## config.mk

```make
export PLATFORM = sky130hd
export DESIGN_NAME = universal_shift_reg
export DESIGN_NICKNAME = d
export VERILOG_FILES = /design/src/rtl/usr_pkg.sv /design/src/rtl/usr_bit_slice.sv /design/src/rtl/universal_shift_reg.sv
export SDC_FILE = /design/constraint.sdc
export NUM_CORES = 1
export LEC_CHECK = 0
export BUFFER_PORTS_ARGS = -buffer_cell sky130_fd_sc_hd__clkbuf_2
export CAP_MARGIN = 30
export CORE_MARGIN = 2
export CORE_UTILIZATION = 47
export CTS_BUF_LIST = sky130_fd_sc_hd__clkbuf_16
export CTS_CLUSTER_DIAMETER = 80
export DETAILED_ROUTE_END_ITERATION = 12
export HOLD_SLACK_MARGIN = 0.05
export PLACE_DENSITY = 0.79
export SLEW_MARGIN = 0
export SYNTH_ARGS = -nofsm -noshare
export SYNTH_HDL_FRONTEND = slang
export SYNTH_SLANG_ARGS = --single-unit
```

## constraint.sdc

```tcl
create_clock -name iClk -period 1.6 [get_ports iClk]
set_input_delay 0.08 -clock iClk [delete_from_list [all_inputs] [get_ports iClk]]
set_output_delay 0.08 -clock iClk [all_outputs]
set_load 0.005 [all_outputs]
```

## src/rtl/usr_pkg.sv

```systemverilog
// -----------------------------------------------------------------------------
// usr_pkg
// Shared definitions for the universal shift register and its bit slices.
//   MODE_HOLD / MODE_SHR / MODE_SHL / MODE_LOAD : 2-bit operation mode codes.
//   is_shift() : true for the two shift modes (used by the shift counter).
// -----------------------------------------------------------------------------
package usr_pkg;

  localparam logic [1:0] MODE_HOLD = 2'b00;
  localparam logic [1:0] MODE_SHR  = 2'b01;
  localparam logic [1:0] MODE_SHL  = 2'b10;
  localparam logic [1:0] MODE_LOAD = 2'b11;

  function automatic logic is_shift(input logic [1:0] mode);
    return (mode == MODE_SHR) || (mode == MODE_SHL);
  endfunction

endpackage : usr_pkg

```

## src/rtl/usr_bit_slice.sv

```systemverilog
// -----------------------------------------------------------------------------
// usr_bit_slice
// One bit of the universal shift register: a flip-flop with asynchronous clear,
// a synchronous preset override and a 4:1 next-state mux.
// Ports:
//   iClk    rising-edge clock
//   iClr    asynchronous active-high clear (bit -> 0)
//   iPre    synchronous preset (bit -> 1), beats enable and mode
//   iEnb    operation enable; low holds the bit
//   iMode   2-bit mode (hold / shift right / shift left / load)
//   iLeft   value of the next-higher bit (enters on shift right)
//   iRight  value of the next-lower bit (enters on shift left)
//   iD      parallel load bit
//   oQ      stored bit
// -----------------------------------------------------------------------------
module usr_bit_slice
  import usr_pkg::*;
(
  input  logic       iClk,
  input  logic       iClr,
  input  logic       iPre,
  input  logic       iEnb,
  input  logic [1:0] iMode,
  input  logic       iLeft,
  input  logic       iRight,
  input  logic       iD,
  output logic       oQ
);

  logic r_q;

  always_ff @(posedge iClk or posedge iClr) begin
    if (iClr) begin
      r_q <= 1'b0;
    end else if (iPre) begin
      r_q <= 1'b1;
    end else if (iEnb) begin
      case (iMode)
        MODE_SHR:  r_q <= iLeft;
        MODE_SHL:  r_q <= iRight;
        MODE_LOAD: r_q <= iD;
        default:   r_q <= r_q;
      endcase
    end
  end

  assign oQ = r_q;

endmodule : usr_bit_slice

```

## src/rtl/universal_shift_reg.sv

```systemverilog
// -----------------------------------------------------------------------------
// universal_shift_reg
// Parametrised universal shift register (hold / shift right / shift left /
// parallel load) with a saturating shift counter and an exhausted flag, usable
// directly as a parallel-to-serial converter.
// Optional feature macro: USR_ROTATE_EN adds iRot; when high, shifts rotate
// (the bit leaving one end re-enters at the other) instead of using the serial
// inputs.
// Parameters:
//   WIDTH      register width (>= 2)
//   CNT_W      shift-counter width, derived from WIDTH
// Ports:
//   iClk       rising-edge clock
//   iClr       asynchronous active-high clear
//   iPre       synchronous preset to all ones (clears the counter)
//   iEnb       operation enable
//   iMode      00 hold, 01 shift right, 10 shift left, 11 load
//   iD         parallel load data
//   iSerR      serial input entering at MSB on shift right
//   iSerL      serial input entering at LSB on shift left
//   iRot       (USR_ROTATE_EN only) rotate instead of serial input
//   oQp        register contents
//   oQn        bitwise complement of oQp
//   oSerOutR   oQp[0]
//   oSerOutL   oQp[WIDTH-1]
//   oShiftCnt  shifts since last load/preset/clear, saturating at WIDTH
//   oEmpty     high when oShiftCnt == WIDTH
// -----------------------------------------------------------------------------
module universal_shift_reg
  import usr_pkg::*;
#(
  parameter  int WIDTH = 8,
  localparam int CNT_W = $clog2(WIDTH + 1)
) (
  input  logic             iClk,
  input  logic             iClr,
  input  logic             iPre,
  input  logic             iEnb,
  input  logic [1:0]       iMode,
  input  logic [WIDTH-1:0] iD,
  input  logic             iSerR,
  input  logic             iSerL,
`ifdef USR_ROTATE_EN
  input  logic             iRot,
`endif
  output logic [WIDTH-1:0] oQp,
  output logic [WIDTH-1:0] oQn,
  output logic             oSerOutR,
  output logic             oSerOutL,
  output logic [CNT_W-1:0] oShiftCnt,
  output logic             oEmpty
);

  localparam logic [CNT_W-1:0] CNT_FULL = CNT_W'(WIDTH);

  logic [WIDTH-1:0] w_q;
  logic [WIDTH-1:0] w_from_left;   // source bit for each position on shift right
  logic [WIDTH-1:0] w_from_right;  // source bit for each position on shift left
  logic             w_msb_in;
  logic             w_lsb_in;
  logic             w_full;
  logic [CNT_W-1:0] r_cnt;

  // End-of-register inputs: serial pins, or the opposite end when rotating.
`ifdef USR_ROTATE_EN
  assign w_msb_in = iRot ? w_q[0]       : iSerR;
  assign w_lsb_in = iRot ? w_q[WIDTH-1] : iSerL;
`else
  assign w_msb_in = iSerR;
  assign w_lsb_in = iSerL;
`endif

  genvar gi;
  generate
    for (gi = 0; gi < WIDTH; gi++) begin : g_slice
      if (gi == WIDTH - 1) begin : g_msb
        assign w_from_left[gi] = w_msb_in;
      end else begin : g_mid_l
        assign w_from_left[gi] = w_q[gi+1];
      end

      if (gi == 0) begin : g_lsb
        assign w_from_right[gi] = w_lsb_in;
      end else begin : g_mid_r
        assign w_from_right[gi] = w_q[gi-1];
      end

      usr_bit_slice u_bit (
        .iClk   (iClk),
        .iClr   (iClr),
        .iPre   (iPre),
        .iEnb   (iEnb),
        .iMode  (iMode),
        .iLeft  (w_from_left[gi]),
        .iRight (w_from_right[gi]),
        .iD     (iD[gi]),
        .oQ     (w_q[gi])
      );
    end
  endgenerate

  assign w_full = (r_cnt == CNT_FULL);

  // Shift counter: same priority chain as the data bits; stops at WIDTH while
  // the data keeps shifting.
  always_ff @(posedge iClk or posedge iClr) begin
    if (iClr) begin
      r_cnt <= '0;
    end else if (iPre) begin
      r_cnt <= '0;
    end else if (iEnb) begin
      if (iMode == MODE_LOAD) begin
        r_cnt <= '0;
      end else if (is_shift(iMode) && !w_full) begin
        r_cnt <= r_cnt + CNT_W'(1);
      end
    end
  end

  assign oQp       = w_q;
  assign oQn       = ~w_q;
  assign oSerOutR  = w_q[0];
  assign oSerOutL  = w_q[WIDTH-1];
  assign oShiftCnt = r_cnt;
  assign oEmpty    = w_full;

endmodule : universal_shift_reg

```

Word level (Yosys, flattened, before mapping) --
Index checks and enable logic that the tools add are counted. Widths: inputs -> output; s select.
Operators by class: divide/modulo/power cells 0, add/sub/neg operators 1, shift-type cells 0, multiply operators 0, bitwise gates (word level) 1, reductions and logical operators 8, multiplexer cells 28, equal/unequal tests 4, magnitude comparators 0
Operators by type and width (count):
- $pmux 1 s3 | 8
- $mux 1 | 16
- $mux 4 | 4
- $not 8->8 | 1
- $add 4x1->4 const B | 1
- $eq 2x2->1 const B | 2
- $eq 4x4->1 const B | 1
- $reduce_and 2->1 | 2
- $reduce_bool 4->1 | 1
- $reduce_bool 3->1 | 1
- $eq 2x1->1 const B | 1
- $reduce_bool 2->1 | 1
- $logic_and 1x1->1 | 1
- $logic_not 1->1 | 1
- $logic_or 1x1->1 | 1
Storage, ports and cells: latch bits 0, bits in registers 12, input bits 16, ROM bits 0, word-level logic and storage cells 51, memories 0, memory bits (writable) 0

Depth between registers and ports, before layout --
Gate-level depths: netlist of the first run.
depth after elaboration 7, gate-level depth with buffers 7, gate-level depth less buffers 6

Modules after synthesis --
Synthesis of the first run repeated with hierarchy kept, for this count alone.
Unflattened totals: cells, all modules 136, area, all modules 1162.4 um2
By module, submodules not included:
- usr_bit_slice | instances 8, area an instance 105.1 um2, cells each 12, seq. area each 25.0 um2
- universal_shift_reg | instances 1, area an instance 321.6 um2, cells each 40, seq. area each 100.1 um2

Worst setup path before layout of the first run --
Ideal clock, no wire load.
path type register to register, start register r_cnt[0], in the netlist oShiftCnt[0], end register r_cnt[0], in the netlist oShiftCnt[0], required time 1.475 ns, library setup time 0.125 ns, slack 0.318 ns, arrival 1.158 ns, cell stages (with the launch flop) 6, clock period less this slack 1.282 ns, cells stage by stage dfrtp_1 > inv_1 > ha_1 > nand2_1 > o2111a_1 > mux2_2
Between the ends: longest elaborated chain between the ends 5
Ends and longest elaborated chain:
- start: declaration | line universal_shift_reg.sv:62 | logic [CNT_W-1:0] r_cnt;
- start signal: assignment | line universal_shift_reg.sv:115 | r_cnt <= r_cnt + CNT_W'(1);
- $add 4x1->4 / $eq 4x4->1 (equally long branches) | line universal_shift_reg.sv:115, universal_shift_reg.sv:102
- $mux 4 / $logic_not 1->1 (equally long branches) | line universal_shift_reg.sv:114 | end else if (is_shift(iMode) && !w_full) begin
- $mux 4 / $logic_and 1x1->1 (equally long branches) | line universal_shift_reg.sv:112, universal_shift_reg.sv:114
- $mux 4 / $reduce_bool 3->1 (equally long branches)
- $mux 4 / $reduce_and 2->1 (equally long branches)
Several ways; a longest one is shown, not always the timed one. The select of a mux whose other input is x is not followed. A chain may end at the register's enable or synchronous reset.

Final worst setup path of the first run --
Ends and elaborated chain as after synthesis.

==> results of run 1 <==
==> how the worst max path moves through the flow <==
stage | depth (start not counted) | end | slack [ns] | from
floorplan | 5 | oShiftCnt[0] | 0.32 | oShiftCnt[0]
global placement | 7 | g_slice[5].u_bit.oQ | 0.17 | iMode[0]
detailed placement | 7 | g_slice[5].u_bit.oQ | 0.07 | iMode[0]
CTS | 5 | oShiftCnt[0] | 0.20 | oShiftCnt[0]
global route | 5 | oShiftCnt[0] | 0.14 | oShiftCnt[1]
finish | 5 | oShiftCnt[0] | 0.22 | oShiftCnt[0]
==> metal layers <==
metal / vias to the layer above / part of all wire, % / GRT usage, %
met2: 31 / 51 / 37.9
met1: 419 / 43 / 25.5
met5: - / 0 / 0
li1: 441 / - / -
met3: 5 / 5.2 / 6.67
met4: 0 / 1.1 / 6.49
==> flip-flops by register name (all words and copies together) (netlist names) <==
signal,flops
g_slice.u_bit.oQ,8
oShiftCnt,4
==> through the flow <==
| step | instances | total power (W) | setup WS (ns) |
|---|---|---|---|
| 6_report | 163 | 0.00101 | 0.216 |
| 3_3_place_gp | 158 | 0.000537 | 0.165 |
| 5_1_grt | 163 | 0.00107 | 0.144 |
| 4_1_cts | 163 | 0.00102 | 0.196 |
| 3_5_place_dp | 158 | 0.000547 | 0.0746 |
| 2_1_floorplan | 105 | 0.000485 | 0.318 |
==> placed cells by master (no fill, tap or decap), drive strengths merged, types with 2 or more instances in the layout <==
cell and count:
and3 7, nand3b 2, inv 15, nand2 2, o21ai 4, o31ai 8, ha 5, clkbuf 41
a21oi 8, dfrtp 12, nand3 3, a211oi 14, nor2 3
==> timing repair <==
item                                   in CTS  in global routing
hold buffers                                1                  0
endpoints found under the hold margin      12                  0
buffers inserted                            0                  0
==> layout make-up <==
class	instances	area share [%]
Clock buffer	3	6.54
Sequential cell	12	26.2
Timing Repair Buffer	40	18.1
Tap cell	27	2.94
Inverter	15	4.91
Multi-Input combinational cell	65	41.0
Clock inverter	1	0.327
==> logic make-up (layout without fill, tap and decap cells) <==
logic type                 count (synthesis)  in the layout  share of synthesized area [%]
AOI/OAI and AO/OA                         40             40                           31.1
and+or+nand+nor                           19             19                           11.9
DFF                                       12             12                           32.6
buffers and inverters                     28             59                           16.4
adders and majority gates                  5              5                           6.78
muxes                                      1              1                           1.22
==> where the power goes <==
| part | leakage [nW] | internal, W | switching, W |
|---|---|---|---|
| clock network | 0.0385 | 0.000330 | 0.000137 |
| logic | 0.425 | 0.0000867 | 0.000103 |
| registers | 0.133 | 0.000325 | 0.0000289 |
| total | 0.597 | 0.000741 | 0.000269 |
==> tightest hold or removal path, stage by stage <==
cell and delay (ns):
clkbuf_2 0.08, a211oi_1 0.04, o31ai_1 0.19
==> metrics.cfg, run 1 <==
[outcome]
outcome = complete, no violations

[logic_synthesis]
yosys-top-cells-area = dfrtp_1 33%, a211oi_1 11%, buf_4 8.1%
syn_area_um2 = 922
synth_top_area_share_pct = 32.6
ys_ff_latch = 12
ys_seq_area_share_pct = 32.6
synth_fp_nets = 126
synth_flop_cell = dfrtp_1
synthDistinctLibCells = 28
synth_top_cells_by_count = 14 x a211oi_1, 14 x inv_1, 12 x dfrtp_1
avgSynthCellArea_um2 = 8.78
synthCells = 105
synth_area_leader_cell = dfrtp_1
synth_async_sr_flop_share_pct = 100
synth_edf_count = 0
yosys_warnings = 0

[die]
core_um2 = 1900
die_w_um = 48.3
ioPinCount = 39
rows = 16
die_area_um2 = 2330
initial_core_util_pct = 48.5
die_y_um = 48.3

[drt]
first_pass_iters = 4
totalWireLength_um = 2180
route.vias.total = 896
detail_route.wl_per_cell_um = 13.4
via_per_inst = 5.50
route.detailed.drc = 0
drt-initial-drc-count = 10
ant_nets = 0

[sta]
hold_violations = 0
clock-skew-final_ns = 0.00318
whs_ns = 0.187
max_freq_ghz = 0.723
rsz0062_at_grt = no
drv_slew = 0
timing_worst_slew_pin_value_ns = 0.645
min_period_ns = 1.38
max_slew_margin_pct = 57.0
fin_crit_sh_pct = 86.5
finalSetupTns_ns = 0
setup_viol = 0

[pwr]
powerDensity_nw_per_um2 = 880
vdd.ir_drop.worst_v = 0.000788
leakagePower_nw = 0.597

[worst_setup_path]
r2r_slack_ns = 0.22
critPathCaptureType = register
rr_startpoint = oShiftCnt[0]
r2r_end = oShiftCnt[0]
crit_slowest_cell = dfrtp_1
r2r_cells = 5
path_buf_inv = 1
startpoint_type = register
critPathMaxStageDelay_ns = 0.43
worstSetupPathType = reg -> reg
path_max_fanout = 5
cp.required_ns = 1.72
path_cells = inv_1 > ha_1 > nand2_1 > o2111a_1 > mux2_2
cp.arrival_ns = 1.51
cpLargestDelayFamily = flip-flops

[cts]
cts_tree = done
cts_buffers = 3
cts_resized = 0
clock_latency_ns = 0.24
clockBufferDepth = 2
htreeDepth = 1
clockRootBuffer = clkbuf_16
clk_pin_slew_ns = 0.04
cts.sinks = 12

[cells_and_area]
final_nets = 158
antenna_cells = 0
final_core_util_pct = 60.3
areaGrowthSynthToFinish_pct = 24.4
multiInputGateArea_um2 = 470
final_layout_size_suffix_gt1_share_pct = 36.8
ff_latch_area_um2 = 300
design_area_um2 = 1150
fill_cells = 171

[grt]
grtUsageTotal_pct = 21.8
antenna_found_initial = 0
first_global_vias = 822
grt_max_degree = 18
overflow = 0
grt_pass1_wl_um = 3540

[min_path]
hold_class = in -> reg
hold_start = iSerL
holdPathEnd = g_slice[0].u_bit.oQ
hold_depth = 3

[job]
drv_cap = 0

[place]
place_congestion = 0.776
place_area_um2 = 1060
io_buffers = 38
dp_hpwl_um = 1640

(Power assumes the default switching activity.)
==> run 2, diff against run 1 <==
--- a/config.mk
+++ b/config.mk
@@ -8,12 +8,12 @@
 export BUFFER_PORTS_ARGS = -buffer_cell sky130_fd_sc_hd__clkbuf_2
 export CAP_MARGIN = 30
 export CORE_MARGIN = 2
-export CORE_UTILIZATION = 47
+export CORE_UTILIZATION = 45
 export CTS_BUF_LIST = sky130_fd_sc_hd__clkbuf_16
 export CTS_CLUSTER_DIAMETER = 80
 export DETAILED_ROUTE_END_ITERATION = 12
 export HOLD_SLACK_MARGIN = 0.05
-export PLACE_DENSITY = 0.79
+export PLACE_DENSITY = 0.76
 export SLEW_MARGIN = 0
 export SYNTH_ARGS = -nofsm -noshare
 export SYNTH_HDL_FRONTEND = slang
==> metrics.cfg, run 2 (same netlist as run 1, synthesis figures left out) <==
[sta]
setup_viol = 0  ; unchanged
min_period_ns = 1.37  ; was 1.38 ns
clock-skew-final_ns = 0.00304  ; was 0.00318 ns
timing_worst_slew_pin_value_ns = 0.668  ; was 0.645 ns
fin_crit_sh_pct = 85.9  ; was 86.5%
rsz0062_at_grt = no  ; unchanged
drv_slew = 0  ; unchanged
hold_violations = 0  ; unchanged
finalSetupTns_ns = 0  ; unchanged
max_freq_ghz = 0.727  ; was 0.723 GHz
max_slew_margin_pct = 55.4  ; was 57.0%
whs_ns = 0.177  ; was 0.187 ns

[cts]
cts.sinks = 12  ; unchanged
clockBufferDepth = 2  ; unchanged
post_cts_buffers = 0  ; unchanged
cts_tree = done  ; unchanged
clk_pin_slew_ns = 0.04  ; about the same
clockRootBuffer = clkbuf_16  ; unchanged
htreeDepth = 1  ; unchanged
clock_latency_ns = 0.24  ; about the same
cts_buffers = 3  ; unchanged

[outcome]
outcome = complete, no violations  ; unchanged

[drt]
route.vias.total = 899  ; was 896
drt-initial-drc-count = 17  ; was 10
detail_route.wl_per_cell_um = 13.8  ; was 13.4 µm
route.detailed.drc = 0  ; unchanged
first_pass_iters = 4  ; unchanged
via_per_inst = 5.52  ; was 5.50
totalWireLength_um = 2260  ; was 2180 µm
ant_nets = 0  ; unchanged

[grt]
antenna_found_initial = 0  ; unchanged
grt_max_degree = 18  ; unchanged
grt_pass1_wl_um = 4000  ; was 3540 µm
grtUsageTotal_pct = 21.3  ; was 21.8%
overflow = 0  ; unchanged
first_global_vias = 863  ; was 822

[min_path]
holdPathEnd = g_slice[0].u_bit.oQ  ; unchanged
hold_class = in -> reg  ; unchanged
hold_start = iSerL  ; unchanged
hold_depth = 3  ; unchanged

[die]
die_area_um2 = 2430  ; was 2330 µm²
die_w_um = 49.3  ; was 48.3 µm
initial_core_util_pct = 47.5  ; was 48.5%
rows = 16  ; unchanged
core_um2 = 1940  ; was 1900 µm²
die_y_um = 49.3  ; was 48.3 µm
ioPinCount = 39  ; unchanged

[pwr]
seq_power_share_pct = 34.8  ; was 35.0%
comb_power_share_pct = 18.8  ; about the same
p_sw_w = 0.000274  ; was 0.000269 W
power_frac_clock_pct = 46.3  ; was 46.2%
leakagePower_nw = 0.597  ; unchanged
vdd.ir_drop.worst_v = 0.000510  ; was 0.000788 V
internal-power_w = 0.000742  ; was 0.000741 W
powerDensity_nw_per_um2 = 886  ; was 880 nW/µm²
switching_share_pct = 27.0  ; was 26.6%

[cells_and_area]
fill_cells = 182  ; was 171
layout_commonest_cell = clkbuf_2  ; unchanged
final_layout_size_suffix_gt1_share_pct = 36.8  ; unchanged
antenna_cells = 0  ; unchanged
largest_reg_flops = 8  ; unchanged
areaGrowthSynthToFinish_pct = 24.4  ; unchanged
final_cell_mix = 38 x clkbuf_2, 14 x a211oi_1, 14 x inv_1  ; unchanged
final_nets = 158  ; unchanged

[worst_setup_path]
rr_startpoint = oShiftCnt[0]  ; unchanged
cp.required_ns = 1.72  ; about the same
crit_slowest_cell = dfrtp_1  ; unchanged
path_cells = inv_1 > ha_1 > nand2_1 > nor2_1 > o2bb2ai_1 > mux2_2  ; was inv_1 > ha_1 > nand2_1 > o2111a_1 > mux2_2
cp.arrival_ns = 1.50  ; was 1.51 ns
r2r_end = oShiftCnt[0]  ; unchanged
critPathCaptureType = register  ; unchanged
r2r_slack_ns = 0.23  ; was 0.22 ns
worstSetupPathType = reg -> reg  ; unchanged
startpoint_type = register  ; unchanged
critPathMaxStageDelay_ns = 0.43  ; about the same
r2r_cells = 6  ; was 5
path_max_fanout = 5  ; unchanged
path_buf_inv = 1  ; unchanged
cpLargestDelayFamily = flip-flops  ; unchanged

[job]
drv_cap = 0  ; unchanged

[place]
io_buffers = 38  ; unchanged
place_congestion = 0.765  ; was 0.776
dp_hpwl_um = 1590  ; was 1640 µm

[run 2: worst max-delay path by stage]
stage	start	end	slack [ns]	depth (start not counted)
after floorplan	oShiftCnt[0]	oShiftCnt[0]	0.32	5
after global placement	iMode[0]	g_slice[5].u_bit.oQ	0.16	7
after detailed placement	iMode[0]	g_slice[5].u_bit.oQ	0.07	7
after CTS	oShiftCnt[0]	oShiftCnt[0]	0.22	5
after global routing	iMode[0]	g_slice[2].u_bit.oQ	0.11	7
final	oShiftCnt[0]	oShiftCnt[0]	0.23	6
[run 2: layout make-up]
class	count	area [µm²]	area share (%)
inverter	15	56.3	4.91
clock inverter	1	3.75	0.327
timing repair buffer	40	208	18.1
clock buffer	3	75.1	6.54
sequential	12	300	26.2
multi-input combinational	65	470	41.0
tap	27	33.8	2.94
[run 2: timing repair]
item	4_1_cts	5_1_grt
gates resized for setup	0	0
hold buffers	1	0
endpoints found under the hold margin	12	0
endpoints found under the setup margin	0	0
[run 2: power by group through the flow]
stage          logic, W  registers, W  clock network [W]
2_1_floorplan  0.000134      0.000351                  0
3_3_place_gp   0.000183      0.000356                  0
3_5_place_dp   0.000189      0.000357                  0
4_1_cts        0.000193      0.000354           0.000474
5_1_grt        0.000214      0.000358           0.000498
6_report       0.000192      0.000354           0.000471
[run 2: worst reg2reg max path, stage by stage, from the launching register on]
cell,delay (ns)
dfrtp_1,0.43
inv_1,0.07
ha_1,0.19
nand2_1,0.08
nor2_1,0.06
o2bb2ai_1,0.16
mux2_2,0.28
[run 2: through the flow]
step | worst slack [ns] | std cells | cell area, µm² | power, W | util (%)
4_1_cts | 0.215 | 163 | 1150 | 0.00102 | 59.1
3_5_place_dp | 0.0722 | 158 | 1060 | 0.000547 | 54.5
6_report | 0.225 | 163 | 1150 | 0.00102 | 59.1
5_1_grt | 0.112 | 163 | 1150 | 0.00107 | 59.1
3_3_place_gp | 0.164 | 158 | 1060 | 0.000539 | 54.5
2_1_floorplan | 0.318 | 105 | 922 | 0.000485 | -
[run 2: per-layer routing]
layer | vias to the layer above | global-route usage [%] | share of wire (%)
met1 | 423 | 24.8 | 41
met2 | 29 | 38.3 | 53
met5 | - | 0 | 0
li1 | 443 | - | -
met4 | 0 | 7.14 | 1.1
met3 | 4 | 4.29 | 4.9
==> run 3, diff against run 2 <==
--- a/config.mk
+++ b/config.mk
@@ -5,6 +5,7 @@
 export SDC_FILE = /design/constraint.sdc
 export NUM_CORES = 1
 export LEC_CHECK = 0
+export ABC_AREA = 1
 export BUFFER_PORTS_ARGS = -buffer_cell sky130_fd_sc_hd__clkbuf_2
 export CAP_MARGIN = 30
 export CORE_MARGIN = 2
==> metrics.cfg, run 3 <==
[drt]
wl_met1_um = 828  ; was 931 µm
route.vias.total = 952  ; was 899
drt-initial-drc-count = 11  ; was 17
routed.top_layer = met4  ; unchanged
wl_met3_um = 133  ; was 111 µm
detail_route.wl_per_cell_um = 10.6  ; was 13.8 µm
totalWireLength_um = 2110  ; was 2260 µm
first_pass_iters = 4  ; unchanged
ant_nets = 0  ; unchanged
route.detailed.drc = 0  ; unchanged
met2_length_um = 1120  ; was 1190 µm
via_per_inst = 4.78  ; was 5.52

[grt]
antenna_found_initial = 0  ; unchanged
grt_max_degree = 14  ; was 18
first_global_vias = 928  ; was 863
overflow = 0  ; unchanged
grt_pass1_wl_um = 3690  ; was 4000 µm
grtUsageTotal_pct = 19.9  ; was 21.3%

[cells_and_area]
finalNonFillerCells = 199  ; was 163
largest_reg_flops = 8  ; unchanged
final_nets = 194  ; was 158
final_layout_size_suffix_gt1_share_pct = 26.2  ; was 36.8%
antenna_cells = 0  ; unchanged
fill_cells = 208  ; was 182
layout_commonest_cell = nand2_1  ; was clkbuf_2
final_cell_mix = 55 x nand2_1, 38 x clkbuf_2, 18 x nor2_1  ; was 38 x clkbuf_2, 14 x a211oi_1, 14 x inv_1
areaGrowthSynthToFinish_pct = 25.4  ; was 24.4%
final_core_util_pct = 58.9  ; was 59.1%

[pwr]
leakagePower_nw = 0.703  ; was 0.597 nW
vdd.ir_drop.worst_v = 0.000825  ; was 0.000510 V
total_power_w = 0.00106  ; was 0.00102 W
powerDensity_nw_per_um2 = 937  ; was 886 nW/µm²

[worst_setup_path]
path_max_fanout = 5  ; unchanged
startpoint_type = register  ; unchanged
crit_slowest_cell = dfrtp_1  ; unchanged
cp.arrival_ns = 1.25  ; was 1.50 ns
critPathCaptureType = output port  ; was register
worstSetupPathType = reg -> out  ; was reg -> reg
cp.required_ns = 1.52  ; was 1.72 ns
path_cells = inv_1 > ha_1 > nand2_1 > nor2_1 > clkbuf_2  ; was inv_1 > ha_1 > nand2_1 > nor2_1 > o2bb2ai_1 > mux2_2
critPathMaxStageDelay_ns = 0.42  ; was 0.43 ns

[sta]
min_period_ns = 1.33  ; was 1.37 ns
max_slew_margin_pct = 68.8  ; was 55.4%
finalSetupTns_ns = 0  ; unchanged
fin_crit_sh_pct = 83.0  ; was 85.9%
drv_slew = 0  ; unchanged
timing_worst_slew_pin_value_ns = 0.468  ; was 0.668 ns
rsz0062_at_grt = no  ; unchanged
max_freq_ghz = 0.753  ; was 0.727 GHz
clock-skew-final_ns = 0.00385  ; was 0.00304 ns
setup_viol = 0  ; unchanged
hold_violations = 0  ; unchanged

[min_path]
hold_class = in -> reg  ; unchanged

[die]
rows = 16  ; unchanged
initial_core_util_pct = 46.9  ; was 47.5%
ioPinCount = 39  ; unchanged
die_w_um = 48.8  ; was 49.3 µm
die_area_um2 = 2380  ; was 2430 µm²
die_y_um = 48.8  ; was 49.3 µm
core_um2 = 1920  ; was 1940 µm²

[logic_synthesis]
avgSynthCellArea_um2 = 6.44  ; was 8.78 µm²
synth_fp_nets = 161  ; was 126
yosysMostFrequentCell = nand2_1
synthDistinctLibCells = 17  ; was 28
synthCells = 140  ; was 105
synth_async_sr_flop_share_pct = 100  ; unchanged
synth_edf_count = 0  ; unchanged
ys_ff_latch = 12  ; unchanged
synth_top_area_share_pct = 33.3  ; was 32.6%
synth_top_cells_by_count = 55 x nand2_1, 18 x nor2_1, 17 x inv_1  ; was 14 x a211oi_1, 14 x inv_1, 12 x dfrtp_1
yosys-top-cells-area = dfrtp_1 33%, nand2_1 23%, buf_4 7.5%  ; was dfrtp_1 33%, a211oi_1 11%, buf_4 8.1%
synth_area_leader_cell = dfrtp_1  ; unchanged
ys_seq_area_share_pct = 33.3  ; was 32.6%
syn_area_um2 = 902  ; was 922 µm²
synth_flop_cell = dfrtp_1  ; unchanged
yosys_warnings = 0  ; unchanged

[cts]
clk_pin_slew_ns = 0.04  ; about the same
cts_tree = done  ; unchanged
clockRootBuffer = clkbuf_16  ; unchanged
cts.sinks = 12  ; unchanged
cts_buffers = 3  ; unchanged
post_cts_buffers = 0  ; unchanged
clock_latency_ns = 0.24  ; about the same
clockBufferDepth = 2  ; unchanged
htreeDepth = 1  ; unchanged

[job]
drv_cap = 0  ; unchanged

[place]
io_buffers = 38  ; unchanged
place_inst = 194  ; was 158
place_congestion = 0.803  ; was 0.765
dp_hpwl_um = 1600  ; was 1590 µm

[outcome]
outcome = complete, no violations  ; unchanged

-- run 3: changes by cell type after synthesis, moves of 2 or more --
cell / before / now
o21ai_1: 0 / 2
o31ai_1: 8 / 0
nand3b_1: 2 / 0
and3_1: 3 / 0
nand3_1: 3 / 9
a21oi_1: 8 / 3
nor2_1: 3 / 18
a211oi_1: 14 / 0
nand2_1: 2 / 55
inv_1: 14 / 17
and3_2: 4 / 0
nand2_2: 0 / 2
-- run 3: cells by family after synthesis --
kind of cell,count (synthesis),share of synthesized area (%)
adders and majority gates,5,6.93
and+or+nand+nor,86,38.1
DFF,12,33.3
AOI/OAI and AO/OA,7,3.88
xor gates and xnor gates,1,0.971
buffers and inverters,29,16.8
-- run 3: layout make-up --
type / count / area (µm²) / area share (%)
multi-input cells: 99 / 450 / 39.8
flip-flops and latches: 12 / 300 / 26.5
repair buffers: 39 / 200 / 17.7
clock buffers: 3 / 75.1 / 6.64
inverters: 18 / 67.6 / 5.97
well taps: 27 / 33.8 / 2.99
clock inverters: 1 / 3.75 / 0.332
-- run 3: metrics by stage --
step	hold slack (ns)	area, µm²	setup slack [ns]
2_1_floorplan	-0.0553	902	0.376
6_report	0.177	1130	0.272
3_3_place_gp	0.106	1040	0.331
3_5_place_dp	0.104	1040	0.296
5_1_grt	0.215	1130	0.121
4_1_cts	0.188	1130	0.267
-- run 3: repair_timing --
action	in CTS	in global routing
resized for setup	0	0
endpoints found under the setup margin	0	0
hold buffers	1	0
hold endpoints to repair	12	0
-- run 3: critical path: cells and delay by family (launching register included) --
| kind | cells | cell delay, ns |
|---|---|---|
| buffers and inverters | 2 | 0.24 |
| adders and majority gates | 1 | 0.15 |
| and+or+nand+nor | 2 | 0.20 |
| DFF | 1 | 0.42 |
-- run 3: final timing paths --
path                         startpoint             endpoint  slack [ns]  cells after the start
setup / recovery           oShiftCnt[0]               oEmpty        0.27                      5
hold / removal                    iSerR  g_slice[7].u_bit.oQ        0.18                      5
setup reg to reg           oShiftCnt[0]         oShiftCnt[0]        0.29                      7
hold reg to reg            oShiftCnt[3]         oShiftCnt[3]        0.53                      2
max in group asynchronous          iClr  g_slice[1].u_bit.oQ        0.90                      3
min in group asynchronous          iClr         oShiftCnt[3]        0.38                      3
-- run 3: power breakdown --
part / switching, W / internal [W] / total, W
combinational: 0.000130 / 0.0000997 / 0.000230
clock: 0.000130 / 0.000329 / 0.000459
sequential: 0.0000369 / 0.000333 / 0.000370
-- run 3: metal layers --
layer  track usage, %  vias up
met5                0        -
met4             5.71        0
met3             5.21        4
met2             40.4       36
met1             19.2      433
li1                 -      479
